`src/rtl/alu_pkg.sv`:
```
// Shared types and constants for the ALU issuer slice: opcode encoding,
// default ALU latency and the response record carried through the FIFO.
package alu_pkg;

  typedef enum logic [2:0] {
    ALU_AND = 3'd0,
    ALU_OR  = 3'd1,
    ALU_NOT = 3'd2,
    ALU_ADD = 3'd3,
    ALU_SUB = 3'd4,
    ALU_SHL = 3'd5,
    ALU_SHR = 3'd6,
    ALU_RSV = 3'd7
  } aluop_t;

  localparam int ALU_LAT_DEFAULT = 2;

  // Widest tag the response record can carry; narrower TAG_W is zero-extended.
  localparam int RSP_TAG_W = 4;

  typedef struct packed {
    logic [31:0]          f;
    logic [RSP_TAG_W-1:0] tag;
    logic                 err;
  } alu_rsp_t;

  function automatic logic is_reserved(input aluop_t op);
    return (op == ALU_RSV);
  endfunction

endpackage

```
`src/rtl/alu_rsp_fifo.sv`:
```
// Synchronous response FIFO of alu_rsp_t; head is shown combinationally from
// storage. DEPTH must be a power of two so the pointers wrap naturally.
module alu_rsp_fifo
  import alu_pkg::*;
#(
  parameter int DEPTH = 8,
  localparam int AW = $clog2(DEPTH),
  localparam int CW = $clog2(DEPTH + 1)
) (
  input  logic          clk,
  input  logic          rst_n,
  input  logic          push,
  input  alu_rsp_t      push_data,
  input  logic          pop,
  output alu_rsp_t      head,
  output logic [CW-1:0] count,
  output logic          full,
  output logic          empty
);

  alu_rsp_t      mem_r [DEPTH];
  logic [AW-1:0] wr_ptr_r;
  logic [AW-1:0] rd_ptr_r;
  logic [CW-1:0] count_r;
  logic          pop_s;

  assign empty = (count_r == CW'(0));
  assign full  = (count_r == CW'(DEPTH));
  assign count = count_r;
  assign head  = mem_r[rd_ptr_r];
  assign pop_s = pop & ~empty;

  // Entry storage; contents are meaningless while empty, so no reset.
  always_ff @(posedge clk) begin
    if (push) begin
      mem_r[wr_ptr_r] <= push_data;
    end
  end

  // Pointers and occupancy.
  always_ff @(posedge clk or negedge rst_n) begin
    if (!rst_n) begin
      wr_ptr_r <= {AW{1'b0}};
      rd_ptr_r <= {AW{1'b0}};
      count_r  <= {CW{1'b0}};
    end else begin
      if (push) wr_ptr_r <= wr_ptr_r + AW'(1);
      if (pop_s) rd_ptr_r <= rd_ptr_r + AW'(1);
      case ({push, pop_s})
        2'b10:   count_r <= count_r + CW'(1);
        2'b01:   count_r <= count_r - CW'(1);
        default: count_r <= count_r;
      endcase
    end
  end

  alu_rsp_fifo_chk u_chk (
    .clk  (clk),
    .rst_n(rst_n),
    .push (push),
    .full (full)
  );

endmodule

// Overflow guard: the issuer's credit scheme must never push into a full FIFO.
module alu_rsp_fifo_chk (
  input logic clk,
  input logic rst_n,
  input logic push,
  input logic full
);

  a_no_push_full : assert property (@(posedge clk) disable iff (!rst_n) !(push && full))
    else $error("alu_rsp_fifo: push while full");

endmodule

```
`src/rtl/alu_issuer.sv`:
```
// Initiator front end for the 2-stage ALU: credit-gated issue register, tag
// pipeline aligned to ALU latency, in-order response FIFO and protocol monitor.
module alu_issuer
  import alu_pkg::*;
#(
  parameter int DEPTH   = 8,
  parameter int ALU_LAT = ALU_LAT_DEFAULT,
  parameter int TAG_W   = RSP_TAG_W
) (
  input  logic             clk,
  input  logic             rst_n,
  input  logic             req_valid,
  output logic             req_ready,
  input  aluop_t           req_op,
  input  logic [31:0]      req_a,
  input  logic [31:0]      req_b,
  input  logic [TAG_W-1:0] req_tag,
  output aluop_t           alu_aluop,
  output logic [31:0]      alu_a,
  output logic [31:0]      alu_b,
  output logic             alu_valid_i,
  input  logic [31:0]      alu_f,
  input  logic             alu_valid_o,
  output logic             rsp_valid,
  input  logic             rsp_ready,
  output logic [31:0]      rsp_f,
  output logic [TAG_W-1:0] rsp_tag,
  output logic             rsp_err,
  output logic             proto_err
);

  localparam int CW = $clog2(DEPTH + 1);
  localparam int SW = $clog2(DEPTH + ALU_LAT + 2);
  localparam int FW = $clog2(ALU_LAT + 2);

  typedef enum logic {ST_FLUSH = 1'b0, ST_RUN = 1'b1} state_t;

  typedef struct packed {
    logic             valid;
    logic             bypass;
    logic [TAG_W-1:0] tag;
  } slot_t;

  state_t        state_r, state_s;
  logic [FW-1:0] flush_cnt_r, flush_cnt_s;
  slot_t         issue_r;
  slot_t         pipe_r [ALU_LAT];
  slot_t         tail_s;
  aluop_t        alu_aluop_r;
  logic [31:0]   alu_a_r, alu_b_r;
  logic          alu_valid_i_r;
  logic          proto_err_r;
  logic          fire_s, push_s, pop_s, proto_hit_s;
  logic          fifo_full_s, fifo_empty_s;
  logic [CW-1:0] fifo_count_s;
  logic [SW-1:0] inflight_s, used_s;
  alu_rsp_t      push_data_s, head_s;

  // FSM state and flush countdown.
  always_ff @(posedge clk or negedge rst_n) begin
    if (!rst_n) begin
      state_r     <= ST_FLUSH;
      flush_cnt_r <= {FW{1'b0}};
    end else begin
      state_r     <= state_s;
      flush_cnt_r <= flush_cnt_s;
    end
  end

  // Hold off issue for ALU_LAT+1 cycles so the unreset ALU drains.
  always_comb begin
    state_s     = state_r;
    flush_cnt_s = flush_cnt_r;
    case (state_r)
      ST_FLUSH: begin
        if (flush_cnt_r == FW'(ALU_LAT)) begin
          state_s = ST_RUN;
        end else begin
          flush_cnt_s = flush_cnt_r + FW'(1);
        end
      end
      ST_RUN:  state_s = ST_RUN;
      default: state_s = ST_FLUSH;
    endcase
  end

  // Count operations between the issue register and the pipeline tail.
  always_comb begin
    inflight_s = SW'(issue_r.valid);
    for (int i = 0; i < ALU_LAT; i++) begin
      inflight_s = inflight_s + SW'(pipe_r[i].valid);
    end
  end

  assign used_s    = inflight_s + SW'(fifo_count_s);
  assign req_ready = (state_r == ST_RUN) && !fifo_full_s && (used_s < SW'(DEPTH));
  assign fire_s    = req_valid & req_ready;

  // Issue register to the ALU and the tag pipeline shadowing its stages.
  always_ff @(posedge clk or negedge rst_n) begin
    if (!rst_n) begin
      issue_r       <= {($bits(slot_t)){1'b0}};
      alu_aluop_r   <= ALU_AND;
      alu_a_r       <= 32'd0;
      alu_b_r       <= 32'd0;
      alu_valid_i_r <= 1'b0;
      for (int i = 0; i < ALU_LAT; i++) begin
        pipe_r[i] <= {($bits(slot_t)){1'b0}};
      end
    end else begin
      alu_valid_i_r  <= fire_s && !is_reserved(req_op);
      issue_r.valid  <= fire_s;
      issue_r.bypass <= fire_s && is_reserved(req_op);
      if (fire_s) begin
        issue_r.tag <= req_tag;
        alu_aluop_r <= req_op;
        alu_a_r     <= req_a;
        alu_b_r     <= req_b;
      end
      pipe_r[0] <= issue_r;
      for (int i = 1; i < ALU_LAT; i++) begin
        pipe_r[i] <= pipe_r[i-1];
      end
    end
  end

  assign tail_s = pipe_r[ALU_LAT-1];
  assign push_s = tail_s.valid;

  // Build the FIFO entry at the tail; reserved ops return zero with err set.
  always_comb begin
    push_data_s.tag = RSP_TAG_W'(tail_s.tag);
    push_data_s.err = tail_s.bypass;
    if (tail_s.bypass) begin
      push_data_s.f = 32'd0;
    end else begin
      push_data_s.f = alu_f;
    end
  end

  assign proto_hit_s = (state_r == ST_RUN) && (alu_valid_o != (tail_s.valid && !tail_s.bypass));

  // Sticky protocol error flag.
  always_ff @(posedge clk or negedge rst_n) begin
    if (!rst_n) begin
      proto_err_r <= 1'b0;
    end else if (proto_hit_s) begin
      proto_err_r <= 1'b1;
    end
  end

  alu_rsp_fifo #(.DEPTH(DEPTH)) u_fifo (
    .clk      (clk),
    .rst_n    (rst_n),
    .push     (push_s),
    .push_data(push_data_s),
    .pop      (pop_s),
    .head     (head_s),
    .count    (fifo_count_s),
    .full     (fifo_full_s),
    .empty    (fifo_empty_s)
  );

  assign pop_s       = rsp_valid & rsp_ready;
  assign rsp_valid   = ~fifo_empty_s;
  assign rsp_f       = head_s.f;
  assign rsp_tag     = TAG_W'(head_s.tag);
  assign rsp_err     = head_s.err;
  assign alu_aluop   = alu_aluop_r;
  assign alu_a       = alu_a_r;
  assign alu_b       = alu_b_r;
  assign alu_valid_i = alu_valid_i_r;
  assign proto_err   = proto_err_r;

endmodule

```
`config.mk`:
```
export PLATFORM = sky130hd
export DESIGN_NAME = alu_issuer
export DESIGN_NICKNAME = d
export VERILOG_FILES = /design/src/rtl/alu_pkg.sv /design/src/rtl/alu_rsp_fifo.sv /design/src/rtl/alu_issuer.sv
export SDC_FILE = /design/constraint.sdc
export NUM_CORES = 1
export LEC_CHECK = 0
export CAP_MARGIN = 0
export CORE_ASPECT_RATIO = 0.6
export CORE_MARGIN = 3
export CORE_UTILIZATION = 59
export CTS_BUF_LIST = sky130_fd_sc_hd__clkbuf_16
export DETAILED_ROUTE_END_ITERATION = 12
export PLACE_DENSITY = 0.81
export SYNTH_ARGS = -nofsm -noshare
export SYNTH_HDL_FRONTEND = slang
export SYNTH_SLANG_ARGS = --single-unit
```
`constraint.sdc`:
```
create_clock -name clk -period 7.15 [get_ports clk]
set_input_delay 2.145 -clock clk [delete_from_list [all_inputs] [get_ports clk]]
set_output_delay 2.145 -clock clk [all_outputs]
set_load 0.01 [all_outputs]
```
==> results.md <==
* Critical path's largest stage delay at between 0.9 and 1 ns
* Most common cell in the netlist: edfxtp_1
* Leakage power at 6.81 nW
* Worst-path cell chain: buf_4, mux4_2, mux2_2, clkdlybuf4s50_1
* Total number of vias at roughly 7400
* Register area share after synthesis at between 70% and 80%
* R2r endpoint: alu_a[29]$_DFFE_PN0P_
* Worst Clk Skew at 0.00797 ns
* Crit share post-route at 76.5%
* CTS root buf: clkbuf_16
* Top cell type's share of synthesized area at between 50% and 60%
* Delay-heaviest family, CP: buffers and inverters
* Post-DP HPWL at roughly 18 mm
* Max transition margin at approximately 23%
* Status: finished clean
* Clk sinks at roughly 400
* H-tree depth at 2
* DR WL/cell at between 20 and 25 um
* Max_cap viols at 0
* Main synth FF type: edfxtp_1
* Count of input and output buffers at 215
* Register Area at about 11000 um2
* First-pass GRT wire length at 48.3 mm
* Area leader, netlist: edfxtp_1
* Clk_lat worst skew at between 0.5 and 0.6 ns
* First drt pass iteration count at 5
* Buf+Inv Stages, Crit Path at 2
* CTS tree: done
* DRT antenna net count at 0
* Post-layout total power at 8.05 mW
* Largest net degree at the start of global routing at 71
* Setup-failing EPs final at 0
* Hold depth at 0
* Drt drc at 0
* CORE AREA at 25600 um2
* Mapped cell area at 15500 um2
* Multi-input logic area at between 3000 and 4000 um2
* Vias in the first global route at 7978
* CP Launch Type: register
* Hold EP: pipe_r[0]$_DFF_PN0_
* Reg2reg setup slack at 4.35 ns
* FF-to-FF path depth at 7
* Number of CTS-inserted buffers at 35
* Critical Path AT at 3.32 ns
* Fill cell count at 1496
* Initial core utilization at 60.6%
* Final Instance Count excl. Fillers at 1323
* Setup TNS at 0 ns
* Peak Freq at 183 MHz
* Max FO, Critical Path at 39
* RSZ-0062 raised after global routing: false
* Total length of routed wires at 31.2 mm
* WP data required at 5.01 ns
* Share of layout cells above drive strength 1 at 27.5%
* Die area at 28300 um2
* Worst setup path category: reg -> out
* Drt via density at around 5.6
* Final Net Count at 1063
* Routability Congestion at about 0.76
* Hold-fix buffers at CTS at 0
* Max IR drop VDD at 0.301 mV
* Top cells by count, synth: edfxtp_1, dfrtp_1, mux4_2
* Worst-path clk slew at ~0.07 ns
* Fin. Hold Viols at 0
* Cell Pwr Density at 421 nW/um2
* Antenna violations before repair at 1
* Post-CTS setup buffers at 0
* I/O pins at 216
* Cell count after synthesis at 711
* Yosys cell types at 37
* Ys async rst share at 25.3%
* Placed cell count at 1261
* Post-cts sizing count at 0
* Max Root-Sink Buffers at 3
* Total track usage at 22.5%
* Max-slew violations at 0
* Area Growth Syn to Fin at 23.4%
* Worst setup EP type: output port
* #FFs+latches synth at 396
* Class of the worst hold path: reg -> reg
* Final core utilization at between 70 and 80%
* Starting DRC count in detailed routing at 669
* Row cnt at 45
* Net Count, Synth at 828
* Die width at 215 um
* R2R Path Start: u_fifo.count[0]$_DFFE_PN0P_
* Area contributors post-synth: edfxtp_1, dfrtp_1, mux4_2
* Die height at 132 um
* Slowest library cell on the worst path: dfrtp_4
* Slew at the pin closest to its max-slew limit at roughly 1.2 ns
* ANT cells at 0
* HP Start: pipe_r[6]$_DFF_PN0_
* Warnings from Yosys at 0
* Synth Area per Inst at 21.8 um2
* Post-route minimum period at 5.47 ns
* Grt total ovfl at 0
* EDFF count, synth at between 200 and 300
==> layout make-up <==
class                      instances  area share (%)
timing repair buffer             230            11.8
multi-input combinational        276            20.2
sequential                       396            59.6
clock buffer                      37            4.84
clock inverter                    25           0.988
tap                              352            2.30
inverter                           7           0.177
==> metal layers <==
layer / up-vias / share of wire, % / GRT usage, %
met5: - / 0.042 / 0
met4: 2 / 1.5 / 4.99
met3: 48 / 6.6 / 4.95
met2: 234 / 48 / 35.2
met1: 3888 / 44 / 33.3
li1: 3274 / - / -
==> cell families after synthesis <==
family | after synthesis | synth area share [%]
fa+ha+maj | 9 | 0.824
flops | 396 | 73.5
buf+inv | 39 | 1.85
xor+xnor | 9 | 0.509
compound gates | 9 | 0.396
mux | 185 | 20.5
simple gates | 64 | 2.44
==> report_power, final <==
group | switching, mW | total (mW) | internal [mW]
Combinational | 1.10 | 2.83 | 1.72
Sequential | 0.380 | 3.38 | 3.00
Clock | 0.796 | 1.84 | 1.05
==> registers in the layout (all words and copies together) (netlist names), 2 cells and up <==
register and flops:
flush_cnt_r 2, alu_a 32, alu_b 32, u_fifo.mem_r 296, u_fifo.wr_ptr_r 3, u_fifo.rd_ptr_r 3
pipe_r 11, issue_r 6, u_fifo.count 4, alu_aluop 3
==> stage by stage <==
stage               setup slack, ns  hold WS, ns  area, um2
finish                         1.68        0.357      19100
global placement               2.21        0.334      18000
CTS                            1.60        0.356      19100
floorplan                      3.29        0.331      15500
detailed placement             2.18        0.335      18000
global route                   1.46        0.359      19100
==> placed cells by master, fill, tap and decap left out, types with 3 or more instances in the layout <==
master           instances
clkinv_1                 4
nor2b_1                 32
clkinv_2                 7
nand2_1                  8
nor2_4                   7
clkdlybuf4s50_1        214
xor2_1                   3
nand3_1                  3
dfrtp_1                 97
mux2_4                  68
bufinv_16                3
edfxtp_1               296
mux2_2                  42
a21oi_1                  3
inv_1                   14
clkbuf_16               37
xnor2_1                  6
ha_1                     7
buf_4                   16
mux4_2                  74
==> how the worst max path moves through the flow <==
stage	from	endpoint	slack, ns	depth (start not counted)
floorplan	u_fifo.rd_ptr_r[0]$_DFFE_PN0N_	rsp_err	3.29	4
global placement	u_fifo.rd_ptr_r[0]$_DFFE_PN0N_	rsp_f[27]	2.21	4
detailed placement	u_fifo.rd_ptr_r[0]$_DFFE_PN0N_	rsp_tag[3]	2.18	4
CTS	u_fifo.rd_ptr_r[0]$_DFFE_PN0N_	rsp_f[19]	1.60	4
global route	u_fifo.rd_ptr_r[0]$_DFFE_PN0N_	rsp_tag[3]	1.46	4
finish	u_fifo.rd_ptr_r[0]$_DFFE_PN0N_	rsp_tag[3]	1.68	4
==> worst reg2reg max path, delay by kind of cell, from the launching register on <==
kind | cells | cell delay [ns]
AOI/OAI and AO/OA | 2 | 0.55
adders and majority gates | 2 | 0.67
buffers and inverters | 1 | 0.50
DFF | 1 | 0.44
muxes | 1 | 0.41
and+or+nand+nor | 1 | 0.11
Note: power is estimated with default switching activity, not from simulation.
